<file path="src/rtl/datapath_pkg.sv">
// Shared definitions for the datapath block.
//   alu_op_e  : ALU operation encoding carried on fnSelect
//   SP_RESET  : value the stack pointer takes on reset (top of memory)
//   sign_ext10: widens a 10-bit IR label field to a full word
package datapath_pkg;

    localparam int WORD_W = 16;

    typedef enum logic [2:0] {
        ADD = 3'b000,
        SUB = 3'b001,
        AND = 3'b010,
        OR  = 3'b011,
        XOR = 3'b100,
        NOT = 3'b101,
        SHL = 3'b110,
        SHR = 3'b111
    } alu_op_e;

    localparam logic [WORD_W-1:0] SP_RESET = 16'hFFFF;

    function automatic logic [WORD_W-1:0] sign_ext10(input logic [9:0] v);
        return {{(WORD_W-10){v[9]}}, v};
    endfunction

endpackage

</file>
<file path="src/rtl/datapath_alu.sv">
// Combinational ALU for the datapath.
//   a      : operand A (register selected by IR[11:10])
//   b      : operand B (memory data or register selected by IR[9:8])
//   fn     : operation select
//   result : 16-bit result, wrapping modulo 2^16
module datapath_alu
    import datapath_pkg::*;
(
    input  logic [WORD_W-1:0] a,
    input  logic [WORD_W-1:0] b,
    input  alu_op_e           fn,
    output logic [WORD_W-1:0] result
);

    always_comb begin
        result = '0;
        case (fn)
            ADD:     result = a + b;
            SUB:     result = a - b;
            AND:     result = a & b;
            OR:      result = a | b;
            XOR:     result = a ^ b;
            NOT:     result = ~a;
            SHL:     result = {a[WORD_W-2:0], 1'b0};
            SHR:     result = {1'b0, a[WORD_W-1:1]};
            default: result = '0;
        endcase
    end

endmodule

</file>
<file path="src/rtl/datapath.sv">
// Processor datapath: IR, MAR, PC, SP, ALU result register, a 4-entry
// register file and a priority-muxed internal bus feeding all of them.
//   clk, rst_n          : clock, asynchronous active-low reset
//   data_bus            : instruction word loaded into IR
//   out                 : memory read data, ALU B operand when mm=1
//   ldIR..ldALUreg      : register load enables
//   Tlabel..ALUon       : internal bus source enables (priority order)
//   fnSelect, mm        : ALU operation and B-operand select
//   ir_1, ir_2, funct   : opcode, register field A and function slices of IR
//   addr_bus            : MAR contents
module datapath
    import datapath_pkg::*;
(
    input  logic                clk,
    input  logic                rst_n,
    input  logic [WORD_W-1:0]   data_bus,
    input  logic [WORD_W-1:0]   out,
    input  logic                ldIR,
    input  logic                ldMAR,
    input  logic                ldSP,
    input  logic                ldPC,
    input  logic                ldReg,
    input  logic                ldALUreg,
    input  logic                Tlabel,
    input  logic                Tsp,
    input  logic                Tpc,
    input  logic                Treg,
    input  logic                ALUon,
    input  logic [2:0]          fnSelect,
    input  logic                mm,
    output logic [3:0]          ir_1,
    output logic [1:0]          ir_2,
    output logic [2:0]          funct,
    output logic [WORD_W-1:0]   addr_bus
);

    logic [WORD_W-1:0] ir_reg;
    logic [WORD_W-1:0] mar_reg;
    logic [WORD_W-1:0] pc_reg;
    logic [WORD_W-1:0] sp_reg;
    logic [WORD_W-1:0] alu_reg;
    logic [3:0][WORD_W-1:0] rf;
    logic [WORD_W-1:0] ibus;
    logic [WORD_W-1:0] alu_b;
    logic [WORD_W-1:0] alu_result;

    // Single mux with a fixed priority, so overlapping enables can never
    // produce contention on the bus.
    always_comb begin
        ibus = '0;
        if (Tlabel)
            ibus = sign_ext10(ir_reg[9:0]);
        else if (Tsp)
            ibus = sp_reg;
        else if (Tpc)
            ibus = pc_reg;
        else if (Treg)
            ibus = rf[ir_reg[9:8]];
        else if (ALUon)
            ibus = alu_reg;
    end

    assign alu_b = mm ? out : rf[ir_reg[9:8]];

    datapath_alu u_alu (
        .a      (rf[ir_reg[11:10]]),
        .b      (alu_b),
        .fn     (alu_op_e'(fnSelect)),
        .result (alu_result)
    );

    always_ff @(posedge clk or negedge rst_n) begin
        if (!rst_n) begin
            ir_reg  <= '0;
            mar_reg <= '0;
            pc_reg  <= '0;
            sp_reg  <= SP_RESET;
            alu_reg <= '0;
        end else begin
            if (ldIR)     ir_reg  <= data_bus;
            if (ldMAR)    mar_reg <= ibus;
            if (ldPC)     pc_reg  <= ibus;
            if (ldSP)     sp_reg  <= ibus;
            if (ldALUreg) alu_reg <= alu_result;
        end
    end

    // The write select is decoded from the IR value present before the
    // edge, so an IR load in the same cycle does not redirect the write.
    for (genvar gi = 0; gi < 4; gi++) begin : g_rf
        logic [WORD_W-1:0] r_reg;

        always_ff @(posedge clk or negedge rst_n) begin
            if (!rst_n)
                r_reg <= '0;
            else if (ldReg && (ir_reg[11:10] == 2'(gi)))
                r_reg <= ibus;
        end

        assign rf[gi] = r_reg;
    end

    assign ir_1     = ir_reg[15:12];
    assign ir_2     = ir_reg[11:10];
    assign funct    = ir_reg[2:0];
    assign addr_bus = mar_reg;

endmodule

</file>
<file path="config.mk">
export PLATFORM = sky130hd
export DESIGN_NAME = datapath
export DESIGN_NICKNAME = d
export VERILOG_FILES = /design/src/rtl/datapath_pkg.sv /design/src/rtl/datapath_alu.sv /design/src/rtl/datapath.sv
export SDC_FILE = /design/constraint.sdc
export NUM_CORES = 1
export LEC_CHECK = 0
export BUFFER_PORTS_ARGS = -buffer_cell sky130_fd_sc_hd__clkbuf_2
export CORE_MARGIN = 3
export CORE_UTILIZATION = 45
export DETAILED_ROUTE_END_ITERATION = 8
export GPL_TIMING_DRIVEN = 1
export PLACE_DENSITY = 0.72
export SYNTH_ARGS = -nofsm -noshare
export SYNTH_HDL_FRONTEND = slang
export SYNTH_SLANG_ARGS = --single-unit
</file>
<file path="constraint.sdc">
create_clock -name clk -period 5 [get_ports clk]
set_clock_uncertainty 0.2 [all_clocks]
set_input_delay 0.75 -clock clk [delete_from_list [all_inputs] [get_ports clk]]
set_output_delay 0.75 -clock clk [all_outputs]
set_load 0.005 [all_outputs]
</file>
== Word level (Yosys, flattened, before mapping) ==
Cells that the tools add are included.

* Add/sub/neg operators: 2
* Multipliers: 0
* Bitwise gates (word level): 4
* $lt $le $gt $ge: 2
* Reductions and logical operators: 6
* Eq/ne operators: 10
* Shift-type cells: 0
* Muxes and demuxes: 11
* Div/mod/pow operators: 0

{| class="wikitable"
|+ Operator list
! operator !! count
|-
| $mux W16 || 8
|-
| $pmux W16 S8 || 1
|-
| $bmux W16 S2 || 2
|-
| $add A16 B16 Y16 || 1
|-
| $and A16 B16 Y16 || 1
|-
| $not A16 Y16 || 1
|-
| $or A16 B16 Y16 || 1
|-
| $sub A16 B16 Y16 || 1
|-
| $xor A16 B16 Y16 || 1
|-
| $eq A3 B3 Y1 const B || 4
|-
| $eq A3 B2 Y1 const B || 2
|-
| $lt A2 B3 Y1 const B || 2
|-
| $eq A2 B2 Y1 const B || 2
|-
| $logic_and A1 B1 Y1 || 4
|-
| $eq A3 B1 Y1 const B || 1
|-
| $logic_not A3 Y1 || 1
|-
| $eq A2 B1 Y1 const B || 1
|-
| $logic_not A2 Y1 || 1
|}

* Output and inout bits: 25
* RAM bits: 0
* Latch bits: 0
* Flip-flop bits (word level): 144
* Memory bits (read-only): 0
* Memories kept: 0

== Longest topological paths before layout ==
* Depth in word-level cells: 6
* Depth in mapped cells: 19
* Gate-level depth less buffers: 17

== Hierarchy ==
A second synthesis with hierarchy kept.

* Cells, all modules: 1004
* Area, all modules: 9566.7 um2

{| class="wikitable"
|+ Modules (own cells, without submodules)
! module !! times used !! area an instance (um2) !! cells each !! seq. area each (um2)
|-
| datapath || 1 || 7154.4 || 664 || 3623.5
|-
| datapath_alu || 1 || 2412.3 || 340 || 0.0
|}

== Least setup slack after synthesis ==
Ideal clock, no wire load.

* Path type: input -> register
* Start point: input port fnSelect[0]
* End point: register alu_reg[11]
* Stages: 14
* Arrival: 3.702 ns
* Path buffers: 3
* Setup time: 0.125 ns
* Data required time: 4.675 ns
* Setup slack: 0.973 ns
* Path through: clkbuf_1 clkbuf_1 and2_1 clkbuf_1 mux2i_1 ha_1 nor2b_1 o31a_1 o311ai_0 nand2_1 a21oi_1 xor2_1 a21oi_1 mux2_2

* Word-level cells in the longest chain between the ends: 2
* Elaborated cells between the ends (all ways): 9
* Those cells by class: eq/ne (7); mux (1); reduce/logical (1)

{| class="wikitable"
|+ Ends and longest elaborated chain
! item !! line !! RTL
|-
| start, declared || datapath.sv:29 || <nowiki>input logic [2:0] fnSelect,</nowiki>
|-
| $eq A3 B3 Y1, or another cell as far along || datapath_alu.sv:17 || <nowiki>case (fn)</nowiki>
|-
| $pmux W16 S8 * || datapath_alu.sv:17 ||
|-
| end signal, assigned || datapath.sv:84 || <nowiki>if (ldALUreg) alu_reg <= alu_result;</nowiki>
|-
| end, declared || datapath.sv:41 || <nowiki>logic [WORD_W-1:0] alu_reg;</nowiki>
|}

Mark *: on every way between the ends. The rest lies on a longest branch, timed or not.
A chain may end at the register's enable or synchronous reset.

== Worst setup path in the final report ==
* Start point: register ir_reg[8]
* End point: register alu_reg[11]

* Word-level cells in the longest chain between the ends: 5
* Elaborated cells between the ends (all ways): 9
* Those cells by class: add/sub (2); mux (4); bitwise (3)

{| class="wikitable"
|+ Ends and longest elaborated chain
! item !! line !! RTL
|-
| start, declared || datapath.sv:37 || <nowiki>logic [WORD_W-1:0] ir_reg;</nowiki>
|-
| start signal, assigned || datapath.sv:80 || <nowiki>if (ldIR) ir_reg <= data_bus;</nowiki>
|-
| $bmux W16 S2 * || datapath.sv:63 || <nowiki>assign alu_b = mm ? out : rf[ir_reg[9:8]];</nowiki>
|-
| $mux W16 (not written as such) * || datapath.sv:63 ||
|-
| $mux W16 * || datapath.sv:63 ||
|-
| $sub A16 B16 Y16, or another cell as far along || datapath_alu.sv:19 || <nowiki>SUB: result = a - b;</nowiki>
|-
| $pmux W16 S8 * || datapath_alu.sv:17 ||
|}

Mark *: on every way between the ends. The rest lies on a longest branch, timed or not. The select of a mux whose other input is x is not followed.

==> metrics.md <==
| Metric | Value |
|---|---|
| Status | complete, no violations |
| Vias in the first global route | approximately 7,400 |
| Final Hold Fails | 0 |
| Largest net degree at the start of global routing | 52 |
| Die W | 151 um |
| R2R Path Start | ir_reg[8] |
| Maximum VDD drop | 0.000291 V |
| FF-to-FF End | alu_reg[11] |
| Vias/cell | between 5 and 6 |
| IO Count | 74 |
| Crit path capture type | flop |
| WS Path Type | flop to flop |
| Htree depth | 4 |
| Layout filler cell count | 1,849 |
| GP Congestion | ~0.9 |
| Initial antenna violation count | 0 |
| HP Class | primary input to asynchronous set/reset pin |
| Worst-Margin Slew | between 1 and 1.5 ns |
| Sw Pwr | 1.81 mW |
| Area delta synth->final | 11.4% |
| Count leader, synth | dfrtp_1 |
| Cells after DPL | 1,272 |
| Core Area | about 20,000 sq um |
| Synth top area cells | dfrtp_1 34%, mux2i_1 7.0%, ha_1 6.3% |
| Sw frac | between 30% and 40% |
| Worst slew margin | around a fifth |
| EDFF count, synth | 0 |
| Hold_buf cts | 0 |
| Share of cells above drive strength 1 | 19.1% |
| Critical Path Sink | alu_reg[11] |
| Syn Nets | roughly 1,100 |
| Leak | 4.95 nW |
| Critical Path Start | ir_reg[8] |
| Crit share post-route | 88.8% |
| Max Root-Sink Buffers | 2 |
| Num rows | 52 |
| Starting DRT DRC Count | 619 |
| Sequential share of power | around a third |
| Vias | about 7,600 |
| Port Buf Inserts | 73 |
| R2r setup slk | 0.56 ns |
| Post-DP HPWL | 17,300 um |
| Total GRT Usage | approximately 22% |
| Area leader, netlist | dfrtp_1 |
| Antenna Nets Post-Route | 0 |
| Cell Pwr Density | approximately 470 nW/um^2 |
| Non-Filler Instances | 1,304 |
| Post-synth ARST share | 100% |
| Setup TNS | 0 ns |
| Clock power share | 27.7% |
| Commonest cells post-synth | 128 x dfrtp_1, 124 x nand2_1, 119 x o21ai_0 |
| # DRC | 0 |
| TritonCTS clock tree | yes |
| Overflow after GRT | 0 |
| Fmax | 225 MHz |
| Synthesized cell area | 9480 sq um |
| Post-CTS Resized | 0 |
| Internal power | 3.13 mW |
| Setup crit start kind | flop |
| Logic pwr share | 37.6% |
| Main synth FF type | dfrtp_1 |
| CTS sink count | 144 |
| CTS Buf Count | 17 |
| Setup violations, final | 0 |
| Post-synth cell types | 67 |
| RSZ-0062 raised after global routing | false |
| Period minus WS final | 4.44 ns |
| Area share of the largest cell type after synthesis | 33.8% |
| DIE HEIGHT | 151 um |
| Max FFs per register | 64 |
| Die area | 22,800 sq um |
| Final Max Slew Viols | 0 |
| Register bit total from synthesis | 144 |
| Post-Route WL | ~24,000 um |
| CTS clk-pin slew, worst paths | 0.07 ns |
| Worst-path maximum fanout | 7 |
| Crit path DAT | roughly 4.6 ns |
| First-pass GRT wire length | 40,000 um |
| Clock latency on the worst-skew pair | between 0.4 and 0.5 ns |
| Diodes inserted | 0 |
| Sequential share of the synthesized area | 38.2% |
| Max Cap Viol | 0 |
| Pre-antenna DRT Iters | 5 |
| FF-to-FF path depth | 14 |
| Drt wl/cell | 18.8 um |
| Required time of the critical path | 5.11 ns |
| Total Power | 4.94 mW |
| Syn Area/Cell | 9.59 sq um |
| Initial Utilization | 46.3% |
| Gate Count Post-Synth | 989 |
| Synth warn | 0 |
| Number of post-CTS setup repair buffers | 0 |
| NumNets Final | 1,119 |
| Root buffer cell | clkbuf_16 |
how the worst min path moves through the flow:
stage	from	end	cells past startpoint
CTS	rst_n	addr_bus[2]	1
finish	rst_n	addr_bus[2]	1
global route	rst_n	addr_bus[2]	1
floorplan	sp_reg[13]	sp_reg[13]	2
global placement	sp_reg[6]	sp_reg[6]	2
detailed placement	sp_reg[4]	sp_reg[4]	2
layout by cell type (no fill, tap or decap), types with 3 or more instances in the layout:
cell type,count
a211o_1,9
a211oi_1,6
a21oi_1,49
a221oi_1,20
a22oi_1,12
a31oi_1,4
and2_1,4
buf_4,12
bufinv_16,4
clkbuf_16,17
clkbuf_2,72
clkinv_2,3
dfrtp_1,128
dfstp_2,16
ha_1,48
inv_1,90
inv_2,3
inv_6,4
mux2_2,25
mux2i_1,66
mux2i_4,3
mux4_1,8
mux4_2,22
nand2_1,124
nand3_1,18
nand3b_1,4
nor2_1,40
nor2b_1,6
nor3_1,10
nor3b_1,6
o211ai_1,3
o21a_1,5
o21ai_0,119
o21bai_1,3
or3_1,5
xnor2_1,20
xor2_1,3
layer usage:
| metal | GRT usage [%] | vias up | wire length [um] |
|---|---|---|---|
| li1 | - | 3547 | - |
| met1 | 32.5 | 3706 | 11300 |
| met2 | 33.8 | 276 | 10900 |
| met3 | 4.67 | 40 | 1830 |
| met4 | 6.44 | 0 | 437 |
| met5 | 0 | - | 0 |
area by class of cell:
type / count / area, sq um / area share, %
multi-input cells: 680 / 5170 / 49.0
flip-flops and latches: 144 / 3620 / 34.3
repair buffers: 85 / 462 / 4.37
clock buffers: 19 / 433 / 4.10
inverters: 93 / 349 / 3.30
well taps: 270 / 338 / 3.20
clock inverters: 13 / 186 / 1.76
cells by family after synthesis:
kind of cell,share of synthesized area [%]
simple gates,10.9
xor+xnor,2.12
mux,18.4
fa+ha+maj,6.55
buf+inv,7.24
flops,38.2
compound gates,16.5
worst max-delay path: stages, from the launching register on:
cell	delay, ns
dfrtp_1	0.54
mux4_1	0.63
mux2_2	0.34
inv_1	0.10
ha_1	0.23
mux2i_1	0.27
ha_1	0.29
nor2b_1	0.14
o31a_1	0.28
o311ai_0	0.39
nand2_1	0.13
a21oi_1	0.29
xor2_1	0.17
a21oi_1	0.08
mux2_2	0.26
per-stage QoR:
step                      cell area [sq um]  setup WS, ns  utilization [%]  hold WS, ns
after global routing                  10600         0.282             51.5       0.0652
after CTS                             10600         0.541             51.5       0.0477
after detailed placement               9940         0.582             48.5        0.255
after floorplan                        9480         0.973                -        0.242
after global placement                 9940         0.589             48.5        0.252
final                                 10600         0.558             51.5       0.0487
power groups by stage:
stage	clock network, mW	registers [mW]	logic (mW)
finish	1.37	1.71	1.86
global route	1.43	1.75	2.08
CTS	1.39	1.71	1.84
detailed placement	0	1.72	1.83
global placement	0	1.71	1.79
floorplan	0	1.63	1.43
Power figures use the tool's default switching activity.
